===== config.mk =====
export PLATFORM = sky130hd
export DESIGN_NAME = isa_io_cycle_controller
export DESIGN_NICKNAME = d
export VERILOG_FILES = /design/src/rtl/isa_io_cycle_controller.sv
export SDC_FILE = /design/constraint.sdc
export NUM_CORES = 1
export LEC_CHECK = 0
export BUFFER_PORTS_ARGS = -buffer_cell sky130_fd_sc_hd__buf_2
export CORE_MARGIN = 2
export CORE_UTILIZATION = 40
export CTS_CLUSTER_DIAMETER = 60
export DETAILED_ROUTE_END_ITERATION = 7
export GPL_TIMING_DRIVEN = 0
export PLACE_DENSITY = 0.61
export SYNTH_ARGS = -nofsm -noshare
export SYNTH_HDL_FRONTEND = slang
export SYNTH_SLANG_ARGS = --single-unit

===== constraint.sdc =====
create_clock -name isa_clk -period 4.3 [get_ports isa_clk]
set_input_delay 0.86 -clock isa_clk [delete_from_list [all_inputs] [get_ports isa_clk]]
set_output_delay 0.86 -clock isa_clk [all_outputs]
set_load 0.01 [all_outputs]

===== src/rtl/isa_io_cycle_controller.sv =====
// ISA I/O cycle sequencer for the sm2201 board address window.
// Drives the 82x6 transceiver and the CAMAC request handshake.
module isa_io_cycle_controller #(
  parameter logic [9:0] BASE_ADDR       = 10'h300,
  parameter int         ADDR_BITS       = 4,
  parameter int         SETUP_CYCLES    = 1,
  parameter int         MAX_WAIT        = 15,
  parameter int         RECOVERY_CYCLES = 2
) (
  input  logic                 isa_clk,
  input  logic                 isa_reset,
  input  logic [9:0]           isa_addr,
  input  logic                 isa_aen,
  input  logic                 isa_ior,
  input  logic                 isa_iow,
  output logic                 isa_iochrdy,
  output logic                 buf_cs_n,
  output logic                 buf_dce,
  output logic                 camac_req,
  output logic                 camac_wr,
  output logic [ADDR_BITS-1:0] camac_sub,
  input  logic                 camac_ack,
  output logic                 busy,
  output logic                 timeout,
  output logic                 abort_err
);

  typedef enum logic [2:0] {
    S_IDLE,
    S_SETUP,
    S_WAIT,
    S_READY,
    S_RECOVER
  } state_t;

  localparam logic [7:0] SETUP_LAST = 8'(SETUP_CYCLES - 1);
  localparam logic [7:0] WAIT_LAST  = 8'(MAX_WAIT - 1);
  localparam logic [7:0] REC_LAST   = 8'(RECOVERY_CYCLES - 1);

  state_t state;
  state_t state_nx;
  logic [7:0] cnt;
  logic [7:0] cnt_nx;

  logic ior_m;
  logic ior_s;
  logic iow_m;
  logic iow_s;

  logic armed;
  logic armed_nx;

  logic hit;
  logic one_low;
  logic both_low;
  logic both_high;
  logic act_high;

  logic                 cs_n_nx;
  logic                 dce_nx;
  logic                 rdy_nx;
  logic                 req_nx;
  logic                 wr_nx;
  logic [ADDR_BITS-1:0] sub_nx;
  logic                 to_nx;
  logic                 ab_nx;

  assign hit = !isa_aen &&
    (isa_addr[9:ADDR_BITS] == BASE_ADDR[9:ADDR_BITS]);

  assign one_low   = ior_s ^ iow_s;
  assign both_low  = !ior_s && !iow_s;
  assign both_high = ior_s && iow_s;

  // strobe that qualifies the cycle in flight
  assign act_high = camac_wr ? iow_s : ior_s;

  // two-stage synchronisers for the asynchronous strobes
  always_ff @(posedge isa_clk) begin
    if (isa_reset) begin
      ior_m <= 1'b1;
      ior_s <= 1'b1;
      iow_m <= 1'b1;
      iow_s <= 1'b1;
    end else begin
      ior_m <= isa_ior;
      ior_s <= ior_m;
      iow_m <= isa_iow;
      iow_s <= iow_m;
    end
  end

  // next state and next registered outputs
  always_comb begin
    state_nx = state;
    cnt_nx   = cnt;
    armed_nx = armed;
    cs_n_nx  = buf_cs_n;
    dce_nx   = buf_dce;
    rdy_nx   = isa_iochrdy;
    req_nx   = camac_req;
    wr_nx    = camac_wr;
    sub_nx   = camac_sub;
    to_nx    = 1'b0;
    ab_nx    = 1'b0;

    unique case (state)
      S_IDLE: begin
        if (!armed) begin
          if (both_high) armed_nx = 1'b1;
        end else if (hit && both_low) begin
          ab_nx    = 1'b1;
          armed_nx = 1'b0;
        end else if (hit && one_low) begin
          state_nx = S_SETUP;
          cnt_nx   = 8'd0;
          cs_n_nx  = 1'b0;
          dce_nx   = iow_s;
          rdy_nx   = 1'b0;
          wr_nx    = !iow_s;
          sub_nx   = isa_addr[ADDR_BITS-1:0];
        end
      end

      S_SETUP: begin
        if (act_high) begin
          state_nx = S_RECOVER;
          cnt_nx   = 8'd0;
          cs_n_nx  = 1'b1;
          rdy_nx   = 1'b1;
          ab_nx    = 1'b1;
        end else if (cnt == SETUP_LAST) begin
          state_nx = S_WAIT;
          cnt_nx   = 8'd0;
          req_nx   = 1'b1;
        end else begin
          cnt_nx = cnt + 8'd1;
        end
      end

      S_WAIT: begin
        if (camac_ack) begin
          state_nx = S_READY;
          cnt_nx   = 8'd0;
          req_nx   = 1'b0;
          rdy_nx   = 1'b1;
        end else if (act_high) begin
          state_nx = S_RECOVER;
          cnt_nx   = 8'd0;
          cs_n_nx  = 1'b1;
          req_nx   = 1'b0;
          rdy_nx   = 1'b1;
          ab_nx    = 1'b1;
        end else if (cnt == WAIT_LAST) begin
          state_nx = S_READY;
          cnt_nx   = 8'd0;
          req_nx   = 1'b0;
          rdy_nx   = 1'b1;
          to_nx    = 1'b1;
        end else begin
          cnt_nx = cnt + 8'd1;
        end
      end

      S_READY: begin
        if (act_high) begin
          state_nx = S_RECOVER;
          cnt_nx   = 8'd0;
          cs_n_nx  = 1'b1;
        end
      end

      S_RECOVER: begin
        if (cnt == REC_LAST) begin
          state_nx = S_IDLE;
          cnt_nx   = 8'd0;
          dce_nx   = 1'b0;
        end else begin
          cnt_nx = cnt + 8'd1;
        end
      end

      default: begin
        state_nx = S_IDLE;
        cnt_nx   = 8'd0;
      end
    endcase
  end

  // state, counter and output registers
  always_ff @(posedge isa_clk) begin
    if (isa_reset) begin
      state       <= S_IDLE;
      cnt         <= 8'd0;
      armed       <= 1'b1;
      buf_cs_n    <= 1'b1;
      buf_dce     <= 1'b0;
      isa_iochrdy <= 1'b1;
      camac_req   <= 1'b0;
      camac_wr    <= 1'b0;
      camac_sub   <= '0;
      busy        <= 1'b0;
      timeout     <= 1'b0;
      abort_err   <= 1'b0;
    end else begin
      state       <= state_nx;
      cnt         <= cnt_nx;
      armed       <= armed_nx;
      buf_cs_n    <= cs_n_nx;
      buf_dce     <= dce_nx;
      isa_iochrdy <= rdy_nx;
      camac_req   <= req_nx;
      camac_wr    <= wr_nx;
      camac_sub   <= sub_nx;
      busy        <= (state_nx != S_IDLE);
      timeout     <= to_nx;
      abort_err   <= ab_nx;
    end
  end

endmodule


# After elaboration in Yosys (flattened, before gate mapping)

Cells that the tools add are included.

Reductions and logical operators: 23
Equality and inequality tests: 17
Bitwise logic cells: 3
Mux-type cells: 54
Add/subtract/negate cells: 1

Operator list:

| operator            | number |
|---|---|
| $mux 8              | 10 |
| $pmux 8 s5          | 1 |
| $mux 3              | 10 |
| $mux 1              | 27 |
| $ne 2x2->1 const B  | 9 |
| $pmux 3 s5          | 1 |
| $reduce_and 4->1    | 3 |
| $reduce_and 5->1    | 2 |
| $pmux 1 s3          | 3 |
| $reduce_bool 3->1   | 3 |
| $add 8x1->8 const B | 1 |
| $eq 8x1->1 const B  | 1 |
| $eq 8x4->1 const B  | 1 |
| $logic_not 8->1     | 1 |
| $eq 3x2->1 const B  | 2 |
| $eq 6x6->1 const B  | 1 |
| $reduce_and 6->1    | 1 |
| $logic_and 1x1->1   | 5 |
| $ne 4x4->1 const B  | 1 |
| $pmux 1 s2          | 2 |
| $reduce_bool 2->1   | 2 |
| $reduce_or 4->1     | 1 |
| $eq 3x1->1 const B  | 1 |
| $eq 3x3->1 const B  | 1 |
| other kinds (5)     | 8 |

Word-level logic and storage cells: 114
Bits of input ports: 16
Output and inout port bits: 12
Register bits after elaboration: 28

# Longest topological paths before layout

Depth after elaboration: 8
Gate-level depth with buffers: 7
Depth with buffers taken out: 7

# Least setup slack after synthesis

Ideal clock, no wire load.

Path kind: input port to flip-flop
Start: in isa_addr[5]
End: reg cnt[5]
Required time: 4178 ps
Path buffers: 0
Stages on the path: 4
Setup time: 122 ps
Slack: 2112 ps
Arrival: 2067 ps
Cells stage by stage: nor4b_1 > nand3_1 > a32o_1 > a221o_1

Word-level cells in the longest chain between the ends: 5
Elaborated cells on any way between the ends: 7
Classes of those cells: eq/ne (3); reduce/logical (4)

Ends and longest elaborated chain:

| element                              | RTL line | RTL |
|---|---|---|
| from (decl)                          | 12       | `input logic [9:0] isa_addr,` |
| $eq 6x6->1 *                         | 69       | `(isa_addr[9:ADDR_BITS] == BASE_ADDR[9:ADDR_BITS]);` |
| $logic_and 1x1->1 *                  | 68       | `assign hit = !isa_aen &&` |
| $logic_and 1x1->1 (on tied branches) | 114, 111 |  |
| $ne 2x2->1 (no source line)          | -        |  |
| $reduce_and 4->1 (no source line) *  | -        |  |
| to (signal assigned)                 | 207      | `cnt <= cnt_nx;` |
| to (decl)                            | 42       | `logic [7:0] cnt;` |

Mark *: on every way between the ends. The rest lies on a longest branch, timed or not.
A chain may end at the register's enable or synchronous reset.

# Worst setup path in the final report

Start: reg camac_wr
End: reg cnt[4]

Word-level cells in the longest chain between the ends: 4
Elaborated cells on any way between the ends: 7
Classes of those cells: eq/ne (1); mux (5); reduce/logical (1)

Ends and longest elaborated chain:

| element                | RTL line | RTL |
|---|---|---|
| from (decl)            | 20       | `output logic camac_wr,` |
| from (signal assigned) | 213      | `camac_wr <= wr_nx;` |
| $mux 1 *               | 76       | `assign act_high = camac_wr ? iow_s : ior_s;` |
| $mux 8                 | 147      | `end else if (act_high) begin` |
| $mux 8                 | 142      | `if (camac_ack) begin` |
| $pmux 8 s5             | 107      | `unique case (state)` |

Marked as above.

==> impl_summary.md <==
Final layout
In the final layout, the registers with the most flip-flops are cnt: 8 flops, camac_sub: 4 flops, state: 3 flops. The core utilization of the finished layout is 49.2%. Cells with a size suffix above 1 make up 21.8% of the layout. The top cell types in the final layout, fill and taps aside, are 28 x sky130_fd_sc_hd__dfxtp_1, 26 x sky130_fd_sc_hd__buf_2, 17 x sky130_fd_sc_hd__nor2_1, 12 x sky130_fd_sc_hd__nand2_1. The layout-stage area growth over the synthesis result is 16.8%. The register with the most flip-flops in the layout has 8 of them. The register with the highest flop count is cnt. The number of standard cells in the layout, taps in and fillers out is 239. In the final layout, flip-flops and latches occupy 561 sq um. The repair_antennas step left the layout with diodes totalling 0. The multi-input combinational cell area is 816 sq um.

The library cell used most frequently in the layout, excluding fill and tap cells, is sky130_fd_sc_hd__dfxtp_1. Counting the fill cells in the layout gives 362. The final layout contains 216 nets.

Clock network
The number of clock sinks is 28. The clock transition time at the flip-flop clock pins of the worst setup and hold paths is 150 ps. The maximum clock path buffer count is 2. TritonCTS built the clock tree. Buffers added to address setup during post-CTS repair amount to 0. The count of H-tree levels built during CTS is 1. The later pin in the worst-skew pair is clocked with a latency of 330 ps. CTS placed an instance of sky130_fd_sc_hd__clkbuf_4 at the clock tree root. The cts-stage hold buffer count is 0. Buffers inserted during clock tree synthesis total 3. The number of gates resized after cts is 0.

Routing
The number of search-and-repair iterations in the first detailed-routing pass is 4. The detail route stage leaves a number of antenna-violating nets equal to 0. In the final routed layout, each cell accounts on average for 13.5 microns. In the routed design, unresolved DRC markers number 0. The number of vias after detailed routing is 1264. The total wire length is 3220 microns. The number of violations reported at the end of detailed-routing iteration 0 is 59. The average via count per standard cell is 5.29.

STA
The final setup skew is 5.43 ps. The clock period could shrink to 2200 ps. The transition time of the tightest slew-check pin is 760 ps. Of the available clock period, the critical path in the final layout requires 51.2%. The final sum of negative setup slack is 0 ps. The final hold violation count is 0. Setup repair after global routing left no endpoint under its margin.

The worst hold margin is 428 ps. The total setup violations reported at the end of the flow is 0. Timing would allow up to 455 MHz.

The number of max-slew violations in the final report was 0. Measured against its own limit, the worst slew margin works out to 49.0%.

Worst setup path
The startpoint class of the critical path is a flip-flop. The kind of critical path is flip-flop to flip-flop. At the worst endpoint, the required time is 4560 ps. The type of element capturing the critical path is a flip-flop. Along the worst path, the maximum fanout reaches 8.

The critical path data arrival time is 2460 ps.

Synth
Counting distinct cell types in the post-synthesis netlist gives 39. Summing the sequential cell areas from Yosys gives 39.2% of the chip area. The post-synthesis cell area is 0.00143 sq mm. Each instance of the synthesized netlist takes up on average 8.77 sq um. The post-synthesis net count is 185. The cell count after synthesis is 163. The count of state elements after synthesis is 28. The Yosys warning count is 0.

Die
The core region is 0.00339 sq mm. The die is 63.8 microns tall. For this configuration, the core starts out at a cell density of 42.2%. The floorplan die area is 0.00407 sq mm. The die is 63.8 microns wide. The top-level port count is 28. The number of core rows is 21.

Power and ir drop
Summed over all cells, the static leakage comes to 0.000724 uW. The worst supply voltage drop on vdd is 0.169 mV. The overall power after layout is 459 uW.

The power density over the cells is 275 mW/mm^2.

Global route
The number of antenna violations at the first check in global routing came to 0. The number of global-route vias before repair is 1235. Summed over all layers, the global routing overflow is 0. The global-route wire length before repair is 5410 microns.

Entering global routing, the biggest net connects 17 pins. The aggregate global-route resource usage is 16.6%.

Placed design
Routability-driven placement finished with a final weighted congestion of 0.915. Input and output buffers added on the ports amount to 26. The total instance count after detailed placement is 235. The detailed placement HPWL is 2410 microns.

Hold path
The min-delay analysis places its worst path in the category flip-flop to flip-flop.

Flow run
The tool flagged a number of max-cap violations equal to 0.

Outcome
The run finished with clean final reports.
power by group:
group | switching [uW] | leakage [uW] | total (uW) | internal, uW
clock | 79.1 | 0.0000279 | 173 | 94.4
sequential | 0.921 | 0.000227 | 262 | 261
combinational | 13.0 | 0.000469 | 23.1 | 10.1
total | 93.0 | 0.000724 | 459 | 366
path summary, 6_finish.rpt:
kind | slack (ps) | startpoint | end | cells after the start
hold reg to reg | 430 | iow_m | iow_s | 1
setup reg to reg | 2100 | camac_wr | cnt[4] | 5
hold / removal | 430 | iow_m | iow_s | 1
setup / recovery | 2100 | camac_wr | cnt[4] | 5
critical path: stages, from the launching register on:
cell                       delay [ps]
sky130_fd_sc_hd__dfxtp_1          390
sky130_fd_sc_hd__mux2i_1          590
sky130_fd_sc_hd__and2_1           360
sky130_fd_sc_hd__a311oi_4         180
sky130_fd_sc_hd__or4_1            500
sky130_fd_sc_hd__o211ai_1         110
cell type report:
class	instances	area share (%)
Buffer	6	1.35
Inverter	8	1.80
Tap cell	46	3.45
Timing Repair Buffer	26	7.80
Clock buffer	3	1.35
Multi-Input combinational cell	121	48.9
Clock inverter	1	1.80
Sequential cell	28	33.6
cells in the mapped netlist:
master / count / share of area [%]
sky130_fd_sc_hd__o21a_1: 1 / 0.53
sky130_fd_sc_hd__a311oi_4: 1 / 1.8
sky130_fd_sc_hd__o41a_1: 2 / 1.6
sky130_fd_sc_hd__a21oi_1: 6 / 2.1
sky130_fd_sc_hd__inv_1: 8 / 2.1
sky130_fd_sc_hd__nor4_2: 1 / 0.88
sky130_fd_sc_hd__o211ai_1: 1 / 0.53
sky130_fd_sc_hd__nand4_1: 3 / 1.3
sky130_fd_sc_hd__a311o_1: 1 / 0.70
sky130_fd_sc_hd__nor3_1: 6 / 2.1
sky130_fd_sc_hd__nor2b_1: 3 / 1.3
sky130_fd_sc_hd__a2bb2oi_1: 1 / 0.61
sky130_fd_sc_hd__a22oi_1: 1 / 0.53
sky130_fd_sc_hd__nor4bb_1: 2 / 1.4
sky130_fd_sc_hd__or2_2: 8 / 3.5
sky130_fd_sc_hd__and2_1: 3 / 1.3
sky130_fd_sc_hd__o21ai_0: 7 / 2.5
sky130_fd_sc_hd__nand3_1: 7 / 2.5
sky130_fd_sc_hd__nor4b_1: 2 / 1.2
sky130_fd_sc_hd__and3_1: 4 / 1.8
sky130_fd_sc_hd__a211o_1: 2 / 1.2
sky130_fd_sc_hd__nor2_2: 1 / 0.44
sky130_fd_sc_hd__a311oi_1: 2 / 1.2
sky130_fd_sc_hd__a32o_1: 1 / 0.70
sky130_fd_sc_hd__ha_1: 6 / 5.3
sky130_fd_sc_hd__a21o_1: 2 / 1.1
sky130_fd_sc_hd__a31o_2: 1 / 0.61
sky130_fd_sc_hd__a221o_1: 3 / 2.1
sky130_fd_sc_hd__a31oi_1: 1 / 0.44
sky130_fd_sc_hd__a22o_1: 1 / 0.61
sky130_fd_sc_hd__dfxtp_1: 28 / 39
sky130_fd_sc_hd__nor2_1: 17 / 4.5
sky130_fd_sc_hd__xor2_1: 2 / 1.2
sky130_fd_sc_hd__clkbuf_1: 6 / 1.6
sky130_fd_sc_hd__o2111a_1: 1 / 0.79
sky130_fd_sc_hd__or2_1: 1 / 0.44
sky130_fd_sc_hd__or4_1: 2 / 1.1
sky130_fd_sc_hd__mux2i_1: 6 / 4.2
sky130_fd_sc_hd__nand2_1: 12 / 3.2
per-layer routing:
layer	vias to the layer above	GRT usage, %	wire (microns)
met5	-	0	0
met4	0	4.89	34
met3	4	2.64	139
met2	31	27.8	1460
met1	574	22.1	1590
li1	655	-	-
per-stage QoR:
stage	cell area [sq um]	setup WS [ps]
floorplan	1430	2110
global placement	1620	1850
detailed placement	1620	1800
CTS	1670	2090
global route	1670	1980
finish	1670	2100
logic make-up (layout without fill, tap and decap cells):
family	after synthesis	in the layout	synth area share [%]
AND/OR/NAND/NOR	72	72	26.8
AO/OA/AOI/OAI	35	35	19.6
XOR/XNOR	2	2	1.23
flip-flops	28	28	39.2
buffers and inverters	14	44	3.68
multiplexers	6	6	4.20
adder cells (fa/ha/maj)	6	6	5.25
(Power assumes the default switching activity.)
